===== config.mk =====
export PLATFORM = sky130hd
export DESIGN_NAME = updown_counter_param
export DESIGN_NICKNAME = d
export VERILOG_FILES = /design/src/rtl/updown_counter_param.sv
export SDC_FILE = /design/constraint.sdc
export NUM_CORES = 1
export LEC_CHECK = 0
export CAP_MARGIN = 20
export CORE_MARGIN = 2
export CORE_UTILIZATION = 25
export DETAILED_ROUTE_END_ITERATION = 8
export GPL_ROUTABILITY_DRIVEN = 0
export PLACE_DENSITY = 0.52
export SLEW_MARGIN = 5
export SYNTH_ARGS = -nofsm -noshare
export SYNTH_HDL_FRONTEND = slang
export SYNTH_SLANG_ARGS = --single-unit

===== constraint.sdc =====
create_clock -name clk -period 2.6 [get_ports clk]
set_input_delay 0.78 -clock clk [delete_from_list [all_inputs] [get_ports clk]]
set_output_delay 0.78 -clock clk [all_outputs]
set_load 0.05 [all_outputs]

===== src/rtl/updown_counter_param.sv =====
`default_nettype none
// +------------------------------------------------------------------------+
// | Module      : updown_counter_param                                     |
// | Description : Parametrised synchronous up/down counter with a          |
// |               programmable terminal count, wrap or saturate mode,      |
// |               enable, clamped parallel load, a boundary pulse and      |
// |               sticky overflow/underflow flags. All outputs registered. |
// | Revision    : 1.0  initial release                                     |
// +------------------------------------------------------------------------+
module updown_counter_param #(
   parameter int unsigned           WIDTH    = 4,
   parameter logic [WIDTH-1:0]      MAX_VAL  = {WIDTH{1'b1}},
   parameter bit                    SATURATE = 1'b0
) (
   input  logic             clk,
   input  logic             rst_n,
   input  logic             en_i,
   input  logic             sel_i,
   input  logic             load_i,
   input  logic [WIDTH-1:0] load_data_i,
   output logic [WIDTH-1:0] data_o,
   output logic             tc_o,
   output logic             ovf_o,
   output logic             unf_o
);

   localparam logic [WIDTH-1:0] c_max  = MAX_VAL;
   localparam logic [WIDTH-1:0] c_zero = '0;
   localparam logic [WIDTH-1:0] c_one  = {{(WIDTH-1){1'b0}}, 1'b1};

   logic [WIDTH-1:0] r_count;
   logic             r_tc;
   logic             r_ovf;
   logic             r_unf;

   logic [WIDTH-1:0] w_next;
   logic             w_tc;
   logic             w_ovf;
   logic             w_unf;
   logic [WIDTH-1:0] w_load_val;
   logic             w_at_max;
   logic             w_at_zero;

   // Out-of-range load values clamp to the terminal count.
   assign w_load_val = (load_data_i > c_max) ? c_max : load_data_i;
   assign w_at_max   = (r_count == c_max);
   assign w_at_zero  = (r_count == c_zero);

   // Next-state selection: load beats count, count beats hold. The boundary
   // compares keep the +1/-1 path inside the WIDTH-bit word.
   always_comb begin
      w_next = r_count;
      w_tc   = 1'b0;
      w_ovf  = r_ovf;
      w_unf  = r_unf;
      if (load_i) begin
         w_next = w_load_val;
         w_ovf  = 1'b0;
         w_unf  = 1'b0;
      end else if (en_i) begin
         if (sel_i) begin
            if (w_at_max) begin
               w_tc   = 1'b1;
               w_ovf  = 1'b1;
               w_next = SATURATE ? c_max : c_zero;
            end else begin
               w_next = r_count + c_one;
            end
         end else begin
            if (w_at_zero) begin
               w_tc   = 1'b1;
               w_unf  = 1'b1;
               w_next = SATURATE ? c_zero : c_max;
            end else begin
               w_next = r_count - c_one;
            end
         end
      end
   end

   // State register with synchronous active-low reset overriding everything.
   always_ff @(posedge clk) begin
      if (!rst_n) begin
         r_count <= c_zero;
         r_tc    <= 1'b0;
         r_ovf   <= 1'b0;
         r_unf   <= 1'b0;
      end else begin
         r_count <= w_next;
         r_tc    <= w_tc;
         r_ovf   <= w_ovf;
         r_unf   <= w_unf;
      end
   end

   assign data_o = r_count;
   assign tc_o   = r_tc;
   assign ovf_o  = r_ovf;
   assign unf_o  = r_unf;

endmodule
`default_nettype wire


# Word level (Yosys, flattened, before mapping)
# Cells that the tools add are included.
[totals]
reg_bits = 7
output_inout_bits = 7
[op_classes]
add_sub_neg = 2
order_cmp = 1
n_eq_ne = 1
mux = 9
bitwise_logic = 3
reduce_logical = 6
[ops]
columns = ["op", "n"]
rows = [
  ["$mux W4", 6],
  ["$reduce_and A3 Y1", 2],
  ["$add A4 B1 Y4 const B", 1],
  ["$eq A4 B4 Y1 const B", 1],
  ["$gt A4 B4 Y1 const B", 1],
  ["$logic_not A4 Y1", 1],
  ["$sub A4 B1 Y4 const B", 1],
  ["$mux W1", 3],
  ["$not A1 Y1", 3],
  ["$reduce_or A3 Y1", 1],
  ["$reduce_bool A2 Y1", 1],
  ["$reduce_or A2 Y1", 1],
]

# Longest topological paths before layout
# Gate-level depths: netlist of the first run.
[logic_depth]
depth_word = 5
mapped_depth = 6
ltp_nobuf = 6

# Worst setup path after synthesis of the first run
# OpenSTA, ideal clock, no wires.
[synth_timing]
kind = "input -> register"
from = "in sel_i"
to = "reg r_count[3] (netlist: data_o[3])"
arrival_ns = 1.705
required_ns = 2.484
setup_slack_ns = 0.779
path_stages = 5
path_cell_list = "buf_2 or3_4 a211oi_2 o22ai_1 and3_1"
[synth_between]
elab_chain_cells = 3
[synth_lines]
columns = ["item", "line", "rtl"]
rows = [
  ["start, declared", "18", "input logic sel_i,"],
  ["$mux W4", "61", "if (sel_i) begin"],
  ["$mux W4", "60", "end else if (en_i) begin"],
  ["$mux W4", "56", "if (load_i) begin"],
  ["end signal, assigned", "84", "r_count <= c_zero;"],
  ["end signal, assigned", "89", "r_count <= w_next;"],
  ["end, declared", "31", "logic [WIDTH-1:0] r_count;"],
]
# No other way between the ends. The select of a mux whose other input is x is not followed.
# A chain may end at the register's enable or synchronous reset.

# Worst setup path after layout of the first run
[layout_timing]
from = "reg r_count[0] (netlist: data_o[0])"
to = "out data_o[0]"
[layout_rtl]
columns = ["item", "line", "rtl"]
rows = [
  ["end, declared", "21", "output logic [WIDTH-1:0] data_o,"],
]
# No word-level cell between the ends.

==> results of run 1 <==
-- worst max path at each step --
stage / startpoint / end / slack, ps / cells after the start
6_report: data_o[0] / data_o[0] / 220 / 1
5_1_grt: data_o[0] / data_o[0] / 150 / 1
4_1_cts: data_o[0] / data_o[0] / 220 / 1
3_5_place_dp: sel_i / data_o[3] / 300 / 5
3_3_place_gp: sel_i / data_o[3] / 300 / 5
2_1_floorplan: sel_i / data_o[3] / 780 / 5
-- state kept, by name, indices dropped and copies added, names as in the netlist --
signal and cells:
tc_o 1, unf_o 1, data_o 4, ovf_o 1
-- routing by layer --
| metal | vias to the layer above | global-route usage [%] |
|---|---|---|
| li1 | 225 | - |
| met4 | 0 | 6.86 |
| met5 | - | 0 |
| met2 | 15 | 15.0 |
| met3 | 2 | 2.75 |
| met1 | 179 | 14.4 |
-- worst register-to-register path, stage by stage, from the launching register on --
cell	delay, ps
dfxtp_1	480
inv_1	80
ha_1	210
mux2_2	260
nand2_1	80
xnor2_1	80
o211a_1	200
-- per-stage QoR --
step	total power, mW	hold WS [ps]	instances
detailed placement	0.220	461	91
global placement	0.221	458	91
global route	0.337	495	95
finish	0.316	467	95
floorplan	0.192	697	55
CTS	0.320	473	95
-- kinds of logic (layout without fill, tap and decap cells) --
group	after synthesis	count (layout)
xor+xnor	3	3
mux	2	2
buf+inv	8	23
fa+ha+maj	2	2
flops	7	7
compound gates	12	12
simple gates	21	21
-- power breakdown --
group,internal [mW],switching [mW]
clock,0.0586,0.0400
sequential,0.114,0.0118
combinational,0.0442,0.0484
-- layout by cell type (no fill, tap or decap), drive strengths merged --
| master | netlist | layout |
|---|---|---|
| nand3 | 1 | 1 |
| and2 | 1 | 1 |
| or3 | 1 | 1 |
| nand2 | 4 | 4 |
| nand4b | 1 | 1 |
| dfxtp | 7 | 7 |
| and3 | 1 | 1 |
| o211ai | 1 | 1 |
| a211oi | 2 | 2 |
| mux2i | 1 | 1 |
| nand2b | 2 | 2 |
| a21oi | 2 | 2 |
| clkbuf | 2 | 4 |
| o21ai | 3 | 3 |
| nor4 | 1 | 1 |
| nor2 | 6 | 6 |
| inv | 4 | 4 |
| o311a | 1 | 1 |
| a31oi | 1 | 1 |
| o22ai | 1 | 1 |
| o211a | 1 | 1 |
| mux2 | 1 | 1 |
| nor3b | 2 | 2 |
| xnor2 | 3 | 3 |
| nor3 | 1 | 1 |
| ha | 2 | 2 |
| clkdlybuf4s50 | 0 | 15 |
-- layout make-up --
cell class / instances / area, um^2 / share of cell area (%)
Sequential cell: 7 / 140 / 22.0
Clock buffer: 4 / 26.3 / 4.13
Inverter: 4 / 15.0 / 2.36
Timing Repair Buffer: 15 / 150 / 23.6
Multi-Input combinational cell: 40 / 273 / 42.9
Tap cell: 25 / 31.3 / 4.92
==> metrics.cfg, run 1 <==
[status]
status = complete, no violations

[cts]
post_cts_resized = 0
htreeDepth = 1
clk_latency_ps = 250
postCtsSetupRepairBufs = 0
cts_max_path_buffers = 2
hold_buffers = 0
clk_pin_slew_worst_paths_ps = 50
cts_tree = yes
root_buffer = clkbuf_4
numClockSinks = 7
numCtsBuffers = 3

[route]
drt_iter0_drc = 14
avgRoutedWirePerCell_um = 9.91
wl_met2_um = 386
wl_um = 941
dr.max_layer_used = met4
vias = 421
drc = 0
met1_length_um = 480
ant_nets = 0
firstDrtPassIters = 4
route.met3.wl_um = 61
routed_via_density = 4.43

[synthesis]
async_reset_ff_share_pct = 0
postSynthAreaPerCell_um2 = 8.21
yosys.area.top_type = dfxtp_1
synth_seq_cells = 7
syn_area_um2 = 452
synth_simple_gate_area_share_pct = 25.2
synth_edf_count = 0
synthMuxAreaShare_pct = 4.71
synth.area.top_cells = dfxtp_1 31%, xnor2_1 5.8%, ha_1 5.5%
synth_fa_ha_area_share_pct = 5.54
synth_common_cells = 7 x dfxtp_1, 6 x nor2_1, 4 x nand2_1
yosysWarnings = 0
synth-compound-area-share_pct = 19.1
seq_area_frac_synth_pct = 31.0
synthCells = 55
synth_ff_type = dfxtp_1
synth-xor-area-share_pct = 5.82
synth_nets = 66
synth_top_family_by_area = simple AND/OR/NAND/NOR gates
yosys.cell_types.count = 30
yosysMostFrequentCell = dfxtp_1
synth_top_area_share_pct = 31.0

[sta]
rsz0062_at_grt = no
fin_skew_ps = 1.42
finalMaxSlewViolations = 0
hold_viol_final = 0
tightest_slew_ps = 502
fin_ws_ps = 220
fmax_mhz = 420
fin_tns_setup_ps = 0
period_share_pct = 91.5
slew_headroom_pct = 66.5
fin_crit_ps = 2380
setup_viol = 0

[hold_path]
hold_depth = 2
hp-start = unf_o
whs_endpoint = unf_o
worstHoldPathType = register to register

[floorplanning]
die_h_um = 46.5
die_w_um = 46.5
top_level_ports = 16
initial_core_util_pct = 26.4
rows = 15
dieArea_mm2 = 0.00216
coreArea_mm2 = 0.00171

[final_layout]
drive_gt1_share_pct = 11.4
stdcell_area_um2 = 636
syn_to_final_growth_pct = 40.7
n_antenna_cell = 0
final_core_util_pct = 37.2
final_nets = 82
fillers = 183

[worst_setup_path]
worst_setup_path_start_kind = register
rr_worst_depth = 6
reg2reg_slack_ps = 1090
critPathRequiredTime_ps = 1820
crit_path_end_kind = output port
arrival_ps = 1600
crit_chain = clkdlybuf4s50_1
path_max_fanout = 8
slowest_stage = clkdlybuf4s50_1
criticalPathCategory = register to output port
rr_startpoint = data_o[0]
max_stage_delay_ps = 870
r2r-end = data_o[2]
path_buf_inv = 1
crit_family = buffers and inverters

[placement]
dpl.hpwl_um = 706
numPortBuffers = 15
dpl_worst_slack_ps = 298
placed_area_um2 = 609

[global_routing]
grt_pass1_vias = 398
grt_max_degree = 11
overflow = 0
grt_pass1_wl_mm = 1.64
antenna_found_initial = 0
grt.total_usage_pct = 10.7

[power]
p_leak_nw = 0.234
power.density_mw_per_mm2 = 498
ir_worst_vdd_uv = 199

[run]
max_cap_violations = 0

Power figures use the tool's default switching activity.
==> run 2, diff against run 1 <==
- DONT_BUFFER_PORTS: unset -> 1
- PLACE_DENSITY: 0.52 -> 0.4
==> run 2 against run 1 <==
  * Total power shrank 6.2%
  * Register-to-register slack got worse by 330 ps
  * Count of clock-buffer cells in the layout did not move
  * Setup slack better by 540 ps
  * Maximum frequency rose by 29%
  * Worst hold slack better by 180 ps
  * Largest power group unchanged
  * Highest routed layer is now met3
==> metrics.cfg, run 2 (synthesis gave the netlist of run 1 again) <==
[worst_setup_path]
path_max_fanout = 8  ; unchanged
slowest_stage = dfxtp_1  ; was clkdlybuf4s50_1
crit_path_end_kind = register  ; was output port
crit_family = flip-flops  ; was buffers and inverters
rr_worst_depth = 6  ; unchanged
max_stage_delay_ps = 770  ; was 870 ps
critPathRequiredTime_ps = 2750  ; was 1820 ps
rr_startpoint = data_o[1]  ; was data_o[0]
criticalPathCategory = register to register  ; was register to output port
arrival_ps = 1980  ; was 1600 ps
reg2reg_slack_ps = 760  ; was 1090 ps
r2r-end = data_o[2]  ; unchanged
path_buf_inv = 1  ; unchanged
crit_chain = inv_1, ha_1, mux2_2, nand2_1, xnor2_1, o211a_1  ; was clkdlybuf4s50_1
worst_setup_path_start_kind = register  ; unchanged

[route]
ant_nets = 0  ; unchanged
avgRoutedWirePerCell_um = 12.2  ; was 9.91 um
drc = 0  ; unchanged
wl_mm = 1.00  ; was 941 um
firstDrtPassIters = 3  ; was 4
routed_via_density = 4.55  ; was 4.43
drt_iter0_drc = 6  ; was 14
vias = 373  ; was 421

[cts]
numCtsBuffers = 3  ; unchanged
htreeDepth = 1  ; unchanged
numClockSinks = 7  ; unchanged
hold_buffers = 0  ; unchanged
cts_max_path_buffers = 2  ; unchanged
cts_tree = yes  ; unchanged
root_buffer = clkbuf_4  ; unchanged
clk_latency_ps = 250  ; about the same
clk_pin_slew_worst_paths_ps = 50  ; about the same
postCtsSetupRepairBufs = 0  ; unchanged
post_cts_resized = 0  ; unchanged

[sta]
fin_tns_setup_ps = 0  ; unchanged
period_share_pct = 70.8  ; was 91.5%
rsz0062_at_grt = no  ; unchanged
slew_headroom_pct = 51.5  ; was 66.5%
fin_skew_ps = 3.22  ; was 1.42 ps
tightest_slew_ps = 726  ; was 502 ps
finalMaxSlewViolations = 0  ; unchanged
fmax_mhz = 544  ; was 420 MHz
hold_viol_final = 0  ; unchanged
fin_crit_ps = 1840  ; was 2380 ps
setup_viol = 0  ; unchanged

[floorplanning]
dieArea_mm2 = 0.00216  ; unchanged
rows = 15  ; unchanged
initial_core_util_pct = 26.4  ; unchanged
die_w_um = 46.5  ; unchanged
die_h_um = 46.5  ; unchanged
top_level_ports = 16  ; unchanged
coreArea_mm2 = 0.00171  ; unchanged

[power]
p_leak_nw = 0.189  ; was 0.234 nW
power_mw = 0.297  ; was 0.316 mW
power.density_mw_per_mm2 = 593  ; was 498 mW/mm^2
ir_worst_vdd_uv = 246  ; was 199 uV

[final_layout]
drive_gt1_share_pct = 17.5  ; was 11.4%
final_common_cell = dfxtp_1  ; was clkdlybuf4s50_1
syn_to_final_growth_pct = 10.8  ; was 40.7%
final_cell_mix = 7 x dfxtp_1, 6 x nor2_1, 4 x nand2_1  ; was 15 x clkdlybuf4s50_1, 7 x dfxtp_1, 6 x nor2_1
fillers = 189  ; was 183
final_nets = 69  ; was 82
seqCellArea_um2 = 140  ; unchanged
instances_no_fill = 82  ; was 95
multi_input_area_um2 = 273  ; unchanged
largest_register_ffs = 4  ; unchanged
final_core_util_pct = 29.3  ; was 37.2%
n_antenna_cell = 0  ; unchanged

[placement]
dp.cells = 78  ; was 91
numPortBuffers = 0  ; was 15
dpl.hpwl_um = 756  ; was 706 um

[global_routing]
overflow = 0  ; unchanged
grt_max_degree = 11  ; unchanged
grt_pass1_wl_mm = 1.64  ; about the same
grt.total_usage_pct = 11.3  ; was 10.7%
antenna_found_initial = 0  ; unchanged
grt_pass1_vias = 369  ; was 398

[run]
max_cap_violations = 0  ; unchanged

[hold_path]
whs_endpoint = data_o[0]  ; was unf_o
hold_depth = 1  ; was 2
worstHoldPathType = input pin to register  ; was register to register
hp-start = rst_n  ; was unf_o

[status]
status = complete, no violations  ; unchanged

run 2: layer usage:
metal	share of wire (%)	track usage, %
met1	51	15.0
met2	41	13.9
met3	8.5	7.06
met4	0	5.14
met5	0	0
run 2: worst max-delay path by stage:
| stage | startpoint | to | depth (start not counted) |
|---|---|---|---|
| final | data_o[1] | data_o[2] | 6 |
| after global routing | data_o[1] | data_o[3] | 5 |
| after CTS | data_o[1] | data_o[2] | 6 |
| after detailed placement | data_o[1] | data_o[2] | 6 |
| after global placement | data_o[1] | data_o[2] | 6 |
| after floorplan | sel_i | data_o[3] | 5 |
run 2: cell type report:
type	instances	area share, %
tap	25	6.25
timing repair buffer	2	3.00
sequential	7	28.0
multi-input combinational	40	54.5
inverter	4	3.00
clock buffer	4	5.25
run 2: per-stage QoR:
step	worst slack, ps	hold slack (ps)	instance area, um^2
global route	631	637	500
floorplan	779	697	452
CTS	753	635	500
finish	760	648	500
global placement	781	667	474
detailed placement	773	656	474
run 2: report_power, final:
part,switching [mW],internal [mW],leakage [nW]
clock,0.0436,0.0588,0.0150
combinational,0.0293,0.0281,0.116
sequential,0.0235,0.113,0.0575
